## config.mk

```make
export PLATFORM = sky130hd
export DESIGN_NAME = uart_sync_fifo_flat
export DESIGN_NICKNAME = d
export VERILOG_FILES = /design/src/rtl/uart_sync_fifo_pkg.sv /design/src/rtl/uart_sync_fifo_if.sv /design/src/rtl/uart_sync_fifo_ram.sv /design/src/rtl/uart_sync_fifo.sv /design/src/flat_wrapper.sv
export SDC_FILE = /design/constraint.sdc
export NUM_CORES = 1
export LEC_CHECK = 0
export ABC_CLOCK_PERIOD_IN_PS = 3700
export CORE_ASPECT_RATIO = 1.2
export CORE_MARGIN = 3
export CORE_UTILIZATION = 59
export DETAILED_ROUTE_END_ITERATION = 16
export GPL_TIMING_DRIVEN = 0
export PLACE_DENSITY = 0.86
export SETUP_SLACK_MARGIN = 0.5
export SLEW_MARGIN = 10
export SYNTH_ARGS = -nofsm -noshare
export SYNTH_HDL_FRONTEND = slang
export SYNTH_SLANG_ARGS = --single-unit
```

## constraint.sdc

```tcl
create_clock -name clk -period 3.7 [get_ports clk]
set_input_delay 0.555 -clock clk [delete_from_list [all_inputs] [get_ports clk]]
set_output_delay 0.555 -clock clk [all_outputs]
set_load 0.005 [all_outputs]
```

## src/rtl/uart_sync_fifo_pkg.sv

```systemverilog
// Shared constants for the UART TX/RX FIFOs: output-mode selectors and the
// default geometry used by the UART instances.
package uart_fifo_pkg;

  localparam int FIFO_MODE_REG    = 0;
  localparam int FIFO_MODE_FWFT   = 1;

  localparam int UART_FIFO_DEPTH  = 16;
  localparam int UART_FIFO_DWIDTH = 8;

endpackage

```

## src/rtl/uart_sync_fifo_if.sv

```systemverilog
// Bundle between the UART register side (master) and the FIFO (slave).
interface uart_sync_fifo_if import uart_fifo_pkg::*; #(
  parameter int DWIDTH = UART_FIFO_DWIDTH,
  parameter int DEPTH  = UART_FIFO_DEPTH
);
  localparam int AW = $clog2(DEPTH);

  // writeEn/readEn are requests sampled every rising edge; a write is taken
  // when not FULL (or when a read is taken in the same cycle), and a read is
  // taken when not EMPTY. Refused requests raise the sticky error flags.
  logic              flush;
  logic              writeEn;
  logic [DWIDTH-1:0] dataIn;
  logic              readEn;
  logic              clr_err;
  logic [DWIDTH-1:0] dataOut;
  logic              EMPTY;
  logic              FULL;
  logic [AW:0]       count;
  logic              almost_full;
  logic              almost_empty;
  logic              overflow;
  logic              underflow;

  modport master (
    output flush, writeEn, dataIn, readEn, clr_err,
    input  dataOut, EMPTY, FULL, count, almost_full, almost_empty,
           overflow, underflow
  );

  modport slave (
    input  flush, writeEn, dataIn, readEn, clr_err,
    output dataOut, EMPTY, FULL, count, almost_full, almost_empty,
           overflow, underflow
  );

endinterface

```

## src/rtl/uart_sync_fifo_ram.sv

```systemverilog
// FIFO storage: register array with one synchronous write port and one
// asynchronous read port. Contents are intentionally not reset.
module uart_fifo_ram #(
  parameter int DWIDTH = 8,
  parameter int DEPTH  = 16,
  parameter int AW     = $clog2(DEPTH)
) (
  input  logic              clk,
  input  logic              we_i,
  input  logic [AW-1:0]     waddr_i,
  input  logic [DWIDTH-1:0] wdata_i,
  input  logic [AW-1:0]     raddr_i,
  output logic [DWIDTH-1:0] rdata_o
);

  logic [DWIDTH-1:0] mem_q [DEPTH];

  always_ff @(posedge clk) begin
    if (we_i) mem_q[waddr_i] <= wdata_i;
  end

  assign rdata_o = mem_q[raddr_i];

endmodule

```

## src/rtl/uart_sync_fifo.sv

```systemverilog
// Single-clock UART FIFO: wrap-bit pointers so all DEPTH slots are usable,
// occupancy/threshold flags, sticky errors, flush and REG/FWFT output modes.
module uart_sync_fifo import uart_fifo_pkg::*; #(
  parameter int DWIDTH   = UART_FIFO_DWIDTH,
  parameter int DEPTH    = UART_FIFO_DEPTH,
  parameter int AW       = $clog2(DEPTH),
  parameter int FWFT     = FIFO_MODE_REG,
  parameter int AF_LEVEL = DEPTH - 2,
  parameter int AE_LEVEL = 1
) (
  input  logic              clk,
  input  logic              reset,
  uart_sync_fifo_if.slave   bus
);

  localparam logic [AW:0] AF_THR = (AW+1)'(AF_LEVEL);
  localparam logic [AW:0] AE_THR = (AW+1)'(AE_LEVEL);

  logic [AW:0]       wptr_q, wptr_d, rptr_q, rptr_d;
  logic [AW:0]       count;
  logic              ovf_q, ovf_d, udf_q, udf_d;
  logic [DWIDTH-1:0] dout_q, dout_d;
  logic [DWIDTH-1:0] rd_data;
  logic              empty, full, rd_ok, wr_ok;

  assign empty = (wptr_q == rptr_q);
  assign full  = (wptr_q[AW] != rptr_q[AW]) && (wptr_q[AW-1:0] == rptr_q[AW-1:0]);
  assign count = wptr_q - rptr_q;

  // Flush masks both requests, so it neither moves data nor flags errors.
  always_comb begin
    rd_ok  = bus.readEn  & ~empty & ~bus.flush;
    wr_ok  = bus.writeEn & (~full | rd_ok) & ~bus.flush;
    ovf_d  = (ovf_q & ~bus.clr_err) | (bus.writeEn & ~bus.flush & ~wr_ok);
    udf_d  = (udf_q & ~bus.clr_err) | (bus.readEn  & ~bus.flush & ~rd_ok);
    dout_d = dout_q;
    wptr_d = wptr_q + {{AW{1'b0}}, wr_ok};
    rptr_d = rptr_q + {{AW{1'b0}}, rd_ok};
    if (rd_ok) dout_d = rd_data;
    if (bus.flush) begin
      wptr_d = '0;
      rptr_d = '0;
    end
  end

  always_ff @(posedge clk or posedge reset) begin
    if (reset) begin
      wptr_q <= '0;
      rptr_q <= '0;
      ovf_q  <= 1'b0;
      udf_q  <= 1'b0;
      dout_q <= '0;
    end else begin
      wptr_q <= wptr_d;
      rptr_q <= rptr_d;
      ovf_q  <= ovf_d;
      udf_q  <= udf_d;
      dout_q <= dout_d;
    end
  end

  uart_fifo_ram #(
    .DWIDTH (DWIDTH),
    .DEPTH  (DEPTH),
    .AW     (AW)
  ) u_ram (
    .clk     (clk),
    .we_i    (wr_ok),
    .waddr_i (wptr_q[AW-1:0]),
    .wdata_i (bus.dataIn),
    .raddr_i (rptr_q[AW-1:0]),
    .rdata_o (rd_data)
  );

  assign bus.dataOut      = (FWFT == FIFO_MODE_FWFT) ? rd_data : dout_q;
  assign bus.EMPTY        = empty;
  assign bus.FULL         = full;
  assign bus.count        = count;
  assign bus.almost_full  = (count >= AF_THR);
  assign bus.almost_empty = (count <= AE_THR);
  assign bus.overflow     = ovf_q;
  assign bus.underflow    = udf_q;

endmodule

```

## src/flat_wrapper.sv

```systemverilog
// flat-port wrapper written by rule: the top's interface ports become plain ports
module uart_sync_fifo_flat import uart_fifo_pkg::*;
#(
  parameter int DWIDTH   = UART_FIFO_DWIDTH,
  parameter int DEPTH    = UART_FIFO_DEPTH,
  parameter int AW       = $clog2(DEPTH),
  parameter int FWFT     = FIFO_MODE_REG,
  parameter int AF_LEVEL = DEPTH - 2,
  parameter int AE_LEVEL = 1
)
  (clk, reset, bus_flush, bus_writeEn, bus_dataIn, bus_readEn, bus_clr_err, bus_dataOut, bus_EMPTY, bus_FULL, bus_count, bus_almost_full, bus_almost_empty, bus_overflow, bus_underflow);
  uart_sync_fifo_if #(.DWIDTH(DWIDTH), .DEPTH(DEPTH)) bus_i ();
  input  logic clk;
  input  logic reset;
  input wire logic [$bits(bus_i.flush)-1:0] bus_flush;
  input wire logic [$bits(bus_i.writeEn)-1:0] bus_writeEn;
  input wire logic [$bits(bus_i.dataIn)-1:0] bus_dataIn;
  input wire logic [$bits(bus_i.readEn)-1:0] bus_readEn;
  input wire logic [$bits(bus_i.clr_err)-1:0] bus_clr_err;
  output wire logic [$bits(bus_i.dataOut)-1:0] bus_dataOut;
  output wire logic [$bits(bus_i.EMPTY)-1:0] bus_EMPTY;
  output wire logic [$bits(bus_i.FULL)-1:0] bus_FULL;
  output wire logic [$bits(bus_i.count)-1:0] bus_count;
  output wire logic [$bits(bus_i.almost_full)-1:0] bus_almost_full;
  output wire logic [$bits(bus_i.almost_empty)-1:0] bus_almost_empty;
  output wire logic [$bits(bus_i.overflow)-1:0] bus_overflow;
  output wire logic [$bits(bus_i.underflow)-1:0] bus_underflow;
  assign bus_i.flush = bus_flush;
  assign bus_i.writeEn = bus_writeEn;
  assign bus_i.dataIn = bus_dataIn;
  assign bus_i.readEn = bus_readEn;
  assign bus_i.clr_err = bus_clr_err;
  assign bus_dataOut = bus_i.dataOut;
  assign bus_EMPTY = bus_i.EMPTY;
  assign bus_FULL = bus_i.FULL;
  assign bus_count = bus_i.count;
  assign bus_almost_full = bus_i.almost_full;
  assign bus_almost_empty = bus_i.almost_empty;
  assign bus_overflow = bus_i.overflow;
  assign bus_underflow = bus_i.underflow;
  uart_sync_fifo #(.DWIDTH(DWIDTH), .DEPTH(DEPTH), .AW(AW), .FWFT(FWFT), .AF_LEVEL(AF_LEVEL), .AE_LEVEL(AE_LEVEL)) u_core (.clk(clk), .reset(reset), .bus(bus_i));
endmodule
```

==> results_dict.tcl <==
set metrics [dict create \
    rsz0062_at_grt "true" \
    synth_xor_area_frac 0.0143 \
    setup_viol 0 \
    numPortBuffers 32 \
    drive_gt1_frac 0.244 \
    tightest_slew_ns 0.883 \
    synthesis.nets 360 \
    fin_util 0.743 \
    fin_crit_ns 3.23 \
    overflow 0 \
    yosys.area_share.simple 0.0653 \
    max_freq_mhz 310 \
    p_per_area_nw_per_um2 545 \
    grt_pass1_wl_mm 22.1 \
    syn_area_per_cell_sq_um 17.9 \
    slowest_stage "dfrtp_1" \
    slew_headroom 0.409 \
    setup_tns_ns 0 \
    startpoint "u_core.wptr_q[0]" \
    cts_inserted_buffers 17 \
    power.leakage_nw 2.54 \
    area_delta_synth_final_pct 20.2 \
    ys_ff_latch 148 \
    outcome "finished, final reports clean" \
    place_ws_ns -0.264 \
    drc 0 \
    cts_tree "done" \
    vias_per_cell 6.55 \
    gp_congestion 0.802 \
    critPathKind "register to primary output" \
    critPathLaunchType "register" \
    min_from "u_core.bus.dataOut[0]" \
    synth-adder-area-share 0.0199 \
    finalHoldViolations 0 \
    die_y_um 117 \
    dp_hpwl_mm 7.98 \
    peakVddDrop_uv 353 \
    htreeDepth 4 \
    vias 3466 \
    cap_violations 0 \
    synth-edff-count 128 \
    avgRoutedWirePerCell_um 27.4 \
    synth_top_family_by_area "multiplexers" \
    yosysMostFrequentCell "edfxtp_1" \
    clk_pin_slew_ns 0.06 \
    start_util 0.618 \
    track_usage 0.273 \
    insertion_delay_ns 0.43 \
    synth-seq-area-share 0.720 \
    coreArea_sq_um 9760 \
    ant_nets 0 \
    crit_chain "inv_2, ha_2, inv_1, fa_2, a21o_1, a21oi_2, xor2_2, buf_4, a2111oi_2, buf_2" \
    nets 416 \
    antenna_found_initial 0 \
    ios 33 \
    clock-sinks 148 \
    finalPower_mw 3.95 \
    crit_fanout 3 \
    synth_top_area_cell "edfxtp_1" \
    synth-async-reset-ratio 0.135 \
    synth-main-ff-cell "edfxtp_1" \
    dr.pass1.iters 5 \
    required_ns 3.14 \
    first_global_vias 3616 \
    antenna_cells 0 \
    setup_ws_ns 0.472 \
    hold_slack_ns 0.507 \
    yosysTopAreaCellShare 0.637 \
    die_area_sq_um 11500 \
    synth_common_cells "edfxtp_1 (128), nand2_1 (34), mux4_2 (32)" \
    slowest_delay_ns 0.43 \
    slew_viol_final 0 \
    yosysWarnings 0 \
    reg2reg_from "u_core.rptr_q[3]" \
    die_x_um 98.3 \
    fin_skew_ns 0.00788 \
    muxShareOfSynthArea 0.119 \
    hp-class "register to register" \
    synthTopCellsByArea "edfxtp_1 (64%), mux4_2 (12%), dfrtp_1 (8.3%)" \
    min_period_over_period 0.872 \
    cts-root-buf "clkbuf_16" \
    wl_mm 14.5 \
    syn_inst 337 \
    synth_compound_area_frac 0.0359 \
    clk_path_buf_depth 2 \
    synth_area_sq_um 6030 \
    grt_max_degree 21 \
    rows 39 \
    ys_types 40 \
    cp-end-kind "primary output" \
    arrival_ns 2.67 \
    drt_iter0_markers 499 \
    nFillCells 514 \
]
==> worst paths after layout <==
path	endpoint	slack [ns]	cells after the start
min in group asynchronous	u_core.rptr_q[1]	0.60	2
min reg2reg	u_core.bus.dataOut[0]	0.51	1
max reg2reg	u_core.u_ram.mem_q[11][7]	0.63	7
min	u_core.bus.dataOut[0]	0.51	1
max in group asynchronous	u_core.wptr_q[0]	2.58	2
max	bus_almost_empty	0.47	10
==> per-layer routing <==
layer  global-route usage  wire length [um]  up-vias
met1                0.341              5120     1706
met5                    0                 0        -
li1                     -                 -     1423
met2                0.435              7130      281
met3               0.0806              1480       56
met4                0.153               775        0
==> critical path: cells and delay by family (launching register included) <==
family | cells | cell delay, ns
compound gates | 3 | 0.66
fa+ha+maj | 2 | 0.54
buf+inv | 4 | 0.50
flops | 1 | 0.43
xor+xnor | 1 | 0.11
==> layout make-up <==
cell class                      count  area (sq um)  area share
Buffer                             15           145      0.0200
Multi-Input combinational cell    163          1600       0.221
Clock inverter                     13           159      0.0219
Sequential cell                   148          4340       0.599
Timing Repair Buffer               37           357      0.0492
Inverter                           11          58.8     0.00811
Clock buffer                       19           433      0.0597
Tap cell                          123           154      0.0212
==> per-stage QoR <==
step,cell area [sq um],instances
floorplan,6030,337
finish,7250,529
detailed placement,6510,492
global placement,6510,492
global route,7250,529
CTS,7250,529
==> flip-flops by register name, indices dropped and copies added, names as in the netlist <==
signal and flops:
u_core.bus.dataOut 8, u_core.bus.overflow 1, u_core.bus.underflow 1, u_core.rptr_q 5, u_core.u_ram.mem_q 128, u_core.wptr_q 5
==> power breakdown <==
group	total, mW	switching (mW)	internal, mW
logic	0.333	0.145	0.188
registers	1.90	0.0349	1.86
clock network	1.72	0.663	1.06
==> cell usage in the layout (no fill, tap or decap), drive strengths merged <==
cell type | netlist | routed
a22o | 8 | 8
nor2 | 19 | 19
clkdlybuf4s50 | 0 | 28
clkinv | 2 | 8
dlygate4sd2 | 0 | 1
o22ai | 1 | 1
clkbuf | 3 | 22
fa | 1 | 1
nor2b | 5 | 5
o32ai | 1 | 1
and2 | 2 | 2
or3 | 1 | 1
nand4 | 1 | 1
o21bai | 1 | 1
xnor2 | 3 | 3
nand3b | 2 | 2
bufinv | 0 | 3
dlymetal6s2s | 0 | 2
ha | 8 | 8
mux4 | 32 | 32
a21o | 1 | 1
edfxtp | 128 | 128
nand3 | 14 | 14
xor2 | 6 | 6
and4 | 1 | 1
a21oi | 1 | 1
o21a | 1 | 1
dfrtp | 20 | 20
a41o | 1 | 1
inv | 9 | 10
nand2 | 34 | 34
nand2b | 4 | 4
clkinvlp | 0 | 3
o21ai | 1 | 1
buf | 12 | 18
a31oi | 9 | 9
a2111oi | 1 | 1
nor3 | 4 | 4
==> repair_timing <==
action / in CTS / in global routing
hold buffers: 0 / 0
gates resized for setup: 30 / 5
endpoints found under the setup margin: 142 / 3
setup buffers: 5 / 0
==> cells by family (layout without fill, tap and decap cells) <==
logic type               count (synthesis)  after routing
flip-flops                             148            148
AND/OR/NAND/NOR                         87             87
multiplexers                            32             32
AO/OA/AOI/OAI                           26             26
buffers and inverters                   26             95
adder cells (fa/ha/maj)                  9              9
XOR/XNOR                                 9              9
(Power assumes the default switching activity.)
